$ cat src/rtl/nzcv_flag_ctrl_if.sv
// Issue/flag-register bundle between the issue stage and the NZCV flag controller.
// stall_cnt is present only when NZCV_STALL_CNT_EN is defined.
interface nzcv_flag_ctrl_if;
    logic       issue_valid;
    logic       issue_ready;
    logic [3:0] issue_cond;
    logic       issue_s;
    logic [1:0] issue_class;
    logic [3:0] alu_flags;
    logic       shifter_c;
    logic [1:0] mul_nz;
    logic [3:0] nzcv_q;
    logic       cond_pass;
    logic [3:0] nzcv_en;
    logic [3:0] nzcv_d;
    logic       mul_busy;
`ifdef NZCV_STALL_CNT_EN
    logic [15:0] stall_cnt;
`endif

    modport master (
        output issue_valid, issue_cond, issue_s, issue_class,
               alu_flags, shifter_c, mul_nz, nzcv_q,
        input  issue_ready, cond_pass, nzcv_en, nzcv_d, mul_busy
`ifdef NZCV_STALL_CNT_EN
        , input stall_cnt
`endif
    );

    modport slave (
        input  issue_valid, issue_cond, issue_s, issue_class,
               alu_flags, shifter_c, mul_nz, nzcv_q,
        output issue_ready, cond_pass, nzcv_en, nzcv_d, mul_busy
`ifdef NZCV_STALL_CNT_EN
        , output stall_cnt
`endif
    );
endinterface

$ cat src/rtl/nzcv_flag_ctrl.sv
// NZCV flag controller: condition evaluation with write forwarding, delayed multiply
// flag write and issue stall. Optional stall counter via NZCV_STALL_CNT_EN.
module nzcv_flag_ctrl #(
    parameter int MUL_LAT = 3
) (
    input  logic             clk,
    input  logic             rst_n,
    nzcv_flag_ctrl_if.slave  bus
);
    typedef enum logic {IDLE, MUL_BUSY} state_t;

    localparam logic [3:0] LAT_M1 = 4'(MUL_LAT - 1);

    state_t     state_reg, state_next;
    logic [3:0] cnt_reg, cnt_next;
    logic [3:0] en_reg, en_next;
    logic [3:0] d_reg, d_next;

    logic [3:0] eff_flags;
    logic       n, z, c, v;
    logic       pass;
    logic       ready;
    logic       flag_wr;

    // Forward the write the register will capture on the coming edge.
    assign eff_flags = (en_reg & d_reg) | (~en_reg & bus.nzcv_q);
    assign {n, z, c, v} = eff_flags;

    always_comb begin
        pass = 1'b0;
        case (bus.issue_cond)
            4'h0: pass = z;
            4'h1: pass = ~z;
            4'h2: pass = c;
            4'h3: pass = ~c;
            4'h4: pass = n;
            4'h5: pass = ~n;
            4'h6: pass = v;
            4'h7: pass = ~v;
            4'h8: pass = c & ~z;
            4'h9: pass = ~c | z;
            4'hA: pass = (n == v);
            4'hB: pass = (n != v);
            4'hC: pass = ~z & (n == v);
            4'hD: pass = z | (n != v);
            4'hE: pass = 1'b1;
            default: pass = 1'b0;
        endcase
    end

    // While a multiply is pending only unconditional, non-flag-touching ops may pass.
    assign ready = (state_reg == IDLE) |
                   ((bus.issue_cond == 4'hE) & ~bus.issue_s & (bus.issue_class != 2'b11));

    assign flag_wr = bus.issue_valid & ready & pass &
                     (bus.issue_s | (bus.issue_class == 2'b11));

    always_comb begin
        state_next = state_reg;
        cnt_next   = cnt_reg;
        en_next    = 4'b0000;
        d_next     = d_reg;
        case (state_reg)
            IDLE: begin
                if (flag_wr) begin
                    case (bus.issue_class)
                        2'b00: begin
                            en_next = 4'b1110;
                            d_next  = {bus.alu_flags[3:2], bus.shifter_c, 1'b0};
                        end
                        2'b10: begin
                            state_next = MUL_BUSY;
                            cnt_next   = LAT_M1;
                        end
                        default: begin
                            en_next = 4'b1111;
                            d_next  = bus.alu_flags;
                        end
                    endcase
                end
            end
            MUL_BUSY: begin
                if (cnt_reg == 4'd0) begin
                    en_next    = 4'b1100;
                    d_next     = {bus.mul_nz, 2'b00};
                    state_next = IDLE;
                end else begin
                    cnt_next = cnt_reg - 4'd1;
                end
            end
        endcase
    end

    always_ff @(posedge clk or negedge rst_n) begin
        if (!rst_n) begin
            state_reg <= IDLE;
            cnt_reg   <= 4'd0;
            en_reg    <= 4'b0000;
            d_reg     <= 4'b0000;
        end else begin
            state_reg <= state_next;
            cnt_reg   <= cnt_next;
            en_reg    <= en_next;
            d_reg     <= d_next;
        end
    end

    assign bus.issue_ready = ready;
    assign bus.cond_pass   = pass;
    assign bus.nzcv_en     = en_reg;
    assign bus.nzcv_d      = d_reg;
    assign bus.mul_busy    = (state_reg == MUL_BUSY);

`ifdef NZCV_STALL_CNT_EN
    logic [15:0] stall_cnt_reg;

    always_ff @(posedge clk or negedge rst_n) begin
        if (!rst_n) begin
            stall_cnt_reg <= 16'd0;
        end else if (bus.issue_valid & ~ready & (stall_cnt_reg != 16'hFFFF)) begin
            stall_cnt_reg <= stall_cnt_reg + 16'd1;
        end
    end

    assign bus.stall_cnt = stall_cnt_reg;
`endif
endmodule

$ cat src/flat_wrapper.sv
// flat-port wrapper written by rule: the top's interface ports become plain ports
module nzcv_flag_ctrl_flat 
#(
    parameter int MUL_LAT = 3
)
  (clk, rst_n, bus_issue_valid, bus_issue_cond, bus_issue_s, bus_issue_class, bus_alu_flags, bus_shifter_c, bus_mul_nz, bus_nzcv_q, bus_issue_ready, bus_cond_pass, bus_nzcv_en, bus_nzcv_d, bus_mul_busy);
  nzcv_flag_ctrl_if bus_i ();
  input  logic clk;
  input  logic rst_n;
  input wire logic [$bits(bus_i.issue_valid)-1:0] bus_issue_valid;
  input wire logic [$bits(bus_i.issue_cond)-1:0] bus_issue_cond;
  input wire logic [$bits(bus_i.issue_s)-1:0] bus_issue_s;
  input wire logic [$bits(bus_i.issue_class)-1:0] bus_issue_class;
  input wire logic [$bits(bus_i.alu_flags)-1:0] bus_alu_flags;
  input wire logic [$bits(bus_i.shifter_c)-1:0] bus_shifter_c;
  input wire logic [$bits(bus_i.mul_nz)-1:0] bus_mul_nz;
  input wire logic [$bits(bus_i.nzcv_q)-1:0] bus_nzcv_q;
  output wire logic [$bits(bus_i.issue_ready)-1:0] bus_issue_ready;
  output wire logic [$bits(bus_i.cond_pass)-1:0] bus_cond_pass;
  output wire logic [$bits(bus_i.nzcv_en)-1:0] bus_nzcv_en;
  output wire logic [$bits(bus_i.nzcv_d)-1:0] bus_nzcv_d;
  output wire logic [$bits(bus_i.mul_busy)-1:0] bus_mul_busy;
  assign bus_i.issue_valid = bus_issue_valid;
  assign bus_i.issue_cond = bus_issue_cond;
  assign bus_i.issue_s = bus_issue_s;
  assign bus_i.issue_class = bus_issue_class;
  assign bus_i.alu_flags = bus_alu_flags;
  assign bus_i.shifter_c = bus_shifter_c;
  assign bus_i.mul_nz = bus_mul_nz;
  assign bus_i.nzcv_q = bus_nzcv_q;
  assign bus_issue_ready = bus_i.issue_ready;
  assign bus_cond_pass = bus_i.cond_pass;
  assign bus_nzcv_en = bus_i.nzcv_en;
  assign bus_nzcv_d = bus_i.nzcv_d;
  assign bus_mul_busy = bus_i.mul_busy;
  nzcv_flag_ctrl #(.MUL_LAT(MUL_LAT)) u_core (.clk(clk), .rst_n(rst_n), .bus(bus_i));
endmodule
$ cat config.mk
export PLATFORM = sky130hd
export DESIGN_NAME = nzcv_flag_ctrl_flat
export DESIGN_NICKNAME = d
export VERILOG_FILES = /design/src/rtl/nzcv_flag_ctrl_if.sv /design/src/rtl/nzcv_flag_ctrl.sv /design/src/flat_wrapper.sv
export SDC_FILE = /design/constraint.sdc
export NUM_CORES = 1
export LEC_CHECK = 0
export CORE_MARGIN = 2
export CORE_UTILIZATION = 48
export CTS_BUF_LIST = sky130_fd_sc_hd__clkbuf_16
export DETAILED_ROUTE_END_ITERATION = 8
export GPL_TIMING_DRIVEN = 0
export PLACE_DENSITY = 0.84
export SETUP_SLACK_MARGIN = 0.2
export SYNTH_ARGS = -nofsm -noshare
export SYNTH_HDL_FRONTEND = slang
export SYNTH_SLANG_ARGS = --single-unit
$ cat constraint.sdc
create_clock -name clk -period 5.2 [get_ports clk]
set_input_delay 1.04 -clock clk [delete_from_list [all_inputs] [get_ports clk]]
set_output_delay 1.04 -clock clk [all_outputs]
set_load 0.03 [all_outputs]
==> reports/results.tsv <==
metric	value	unit
most frequent CP cell	clkdlybuf4s50_1	
final hold slack	0.549	ns
critical path class	in -> out	
CTS Root Cell	clkbuf_16	
routed wire length	2340	µm
clock-pin slew on the worst setup and hold paths	0.04	ns
crit path DAT	3.56	ns
ys async rst share	1.00	
Clock Skews	0.000774	ns
CP endpoint kind	output port	
number of cells on the worst reg-to-reg path	6	
area of the core	1900	µm²
setup TNS	0	ns
layout cells sized above 1	0.101	
via count	940	
CP max FO	7	
#FFs+latches synth	12	
Placer Congestion	0.779	
Detail Route Antenna Nets	0	
YS warnings	0	
Layout area overhead	44.2	%
Tightest Hold Check Type	reg -> reg	
Sequential Power Share	0.281	
die area	2350	µm²
Critical Path Source Type	input port	
drt first-iter violations	10	
TritonRoute pass-1 iters	4	
CP startpoint	bus_nzcv_q[3]	
clock sinks	12	
H-tree Lvls	1	
overall die width	48.5	µm
highest-count cells in the layout ignoring fill and taps	clkdlybuf4s50_1, dfrtp_1, nor2_1	
highest routed layer	met4	
Metal-1 WL	954	µm
CP required	4.16	ns
combinational group share of total power	0.482	
Syn Nets	128	
FILL cells	149	
Hold Path Depth	1	
last element of the critical path	bus_cond_pass	
TritonCTS buffer count	3	
Int Pwr	0.351	mW
post-CTS setup buffer count	0	
post-CTS sizing	0	
synthesized area per cell	9.03	µm²
Post-synth top flop	dfrtp_1	
switching share of total power	0.389	
unique cell type count in the Yosys netlist	47	
final slew viol count	0	
initial antenna violation count	0	
non-filler cells in the finished layout	166	
Crit path largest cell delay	0.61	ns
Final WS setup	0.598	ns
Fin. Hold Viols	0	
max_slew headroom	0.641	
P per Cell Area	421	nW/µm²
GRT Overall Usage	0.217	
worst-path cell chain	clkdlybuf4s50_1 > mux2i_2 > o22ai_1 > a221o_1 > a2111oi_4 > nand2_1 > clkdlybuf4s50_1	
CTS max path bufs	2	
Synth Cell Area	948	µm²
I/O pin count	32	
Critical-path top delay cell	clkdlybuf4s50_1	
Starting Density	0.499	
post-synthesis sequential area ratio	0.317	
FF-to-FF End	u_core.bus.nzcv_d[2]	
first-pass GRT wire length	4010	µm
CTS tree	done	
Peak Freq	0.217	GHz
DR WL met3	55	µm
Setup WS pre-CTS	0.632	ns
row cnt	16	
Slew @ Worst Pin	0.539	ns
Post-route DRC	0	
Max-Cap Viols	0	
R2R setup slack	2.71	ns
drt via density	5.66	
Reg-to-Reg Start	u_core.bus.nzcv_en[2]	
most common cell after layout, fill and taps aside	clkdlybuf4s50_1	
met2 WL	1280	µm
placed cell count	163	
Final #Nets	164	
largest net degree at the start of global routing	13	
vias in the first global route	933	
switching power	0.224	mW
Pleak	0.551	nW
outcome	finished, final reports clean	
Layout Utilization	0.719	
RSZ-0062 raised after global routing	no	
Post-synth EDFFs	0	
total gr overflow	0	
post-layout min period	4.60	ns
# port buffers	31	
Die H	48.5	µm
Diodes inserted	0	
fin crit share	0.885	
DP HPWL	1910	µm
Final setup viols	0	
Routed wire per std cell	14.1	µm
Clk pwr share	0.237	
hold_buf cts	0	
Post-Syn Instances	105	
Max IR drop VDD	361	µV
clk_lat worst skew	0.24	ns
## Yosys cell counts, types with 2 or more instances
master | instances | share of area
a2111oi_0 | 2 | 0.018
a21oi_1 | 3 | 0.016
a311oi_1 | 2 | 0.018
clkbuf_1 | 2 | 0.0079
dfrtp_1 | 12 | 0.32
ha_1 | 2 | 0.026
inv_1 | 6 | 0.024
mux2i_1 | 2 | 0.021
mux2i_2 | 2 | 0.029
nand2_1 | 8 | 0.032
nand2b_1 | 7 | 0.046
nand3_1 | 7 | 0.037
nor2_1 | 10 | 0.040
nor3_1 | 3 | 0.016
nor3b_1 | 2 | 0.016
o21ai_0 | 3 | 0.016
xnor2_1 | 2 | 0.018
## worst max-delay path, delay by kind of cell
kind	cells	cell delay [ns]
buffers and inverters	2	1.02
AOI/OAI and AO/OA	3	1.02
and+or+nand+nor	1	0.10
muxes	1	0.37
## cell type report
cell class / count / area [µm²] / share of cell area
clock buffer: 3 / 75.1 / 0.0549
timing repair buffer: 31 / 310 / 0.227
multi-input combinational: 82 / 594 / 0.435
tap: 27 / 33.8 / 0.0247
sequential: 12 / 300 / 0.220
inverter: 6 / 22.5 / 0.0165
buffer: 5 / 31.3 / 0.0229
## power groups by stage
stage                     Sequential [mW]  Clock [mW]  Combinational, mW
after floorplan                     0.196           0              0.139
after global placement              0.160           0              0.270
after detailed placement            0.162           0              0.278
after CTS                           0.162       0.138              0.280
after global routing                0.167       0.141              0.302
final                               0.162       0.137              0.277
## metal layers
layer  track usage  vias to the layer above
met2         0.405                       19
met5             0                        -
met1         0.247                      455
met3        0.0309                        5
met4        0.0857                        0
li1              -                      461
## per-stage QoR
step                instance area (µm²)  total power, mW
floorplan                           948            0.335
global placement                   1290            0.430
detailed placement                 1290            0.441
CTS                                1370            0.580
global route                       1370            0.610
finish                             1370            0.576
## worst min path at each step
stage                         startpoint                    to  slack (ns)
floorplan              u_core.cnt_reg[3]     u_core.cnt_reg[3]        0.51
global placement       u_core.cnt_reg[3]     u_core.cnt_reg[3]        0.53
detailed placement  u_core.bus.nzcv_d[1]  u_core.bus.nzcv_d[1]        0.54
CTS                 u_core.bus.nzcv_d[1]  u_core.bus.nzcv_d[1]        0.55
global route        u_core.bus.nzcv_d[1]  u_core.bus.nzcv_d[1]        0.57
finish              u_core.bus.nzcv_d[1]  u_core.bus.nzcv_d[1]        0.55
## cell families after synthesis
kind of cell | count (synthesis) | share of synthesized area
buf+inv | 11 | 0.0567
mux | 5 | 0.0660
flops | 12 | 0.317
xor+xnor | 2 | 0.0185
fa+ha+maj | 2 | 0.0264
simple gates | 46 | 0.265
compound gates | 27 | 0.251
No activity file was read; power rests on OpenSTA's default activity.
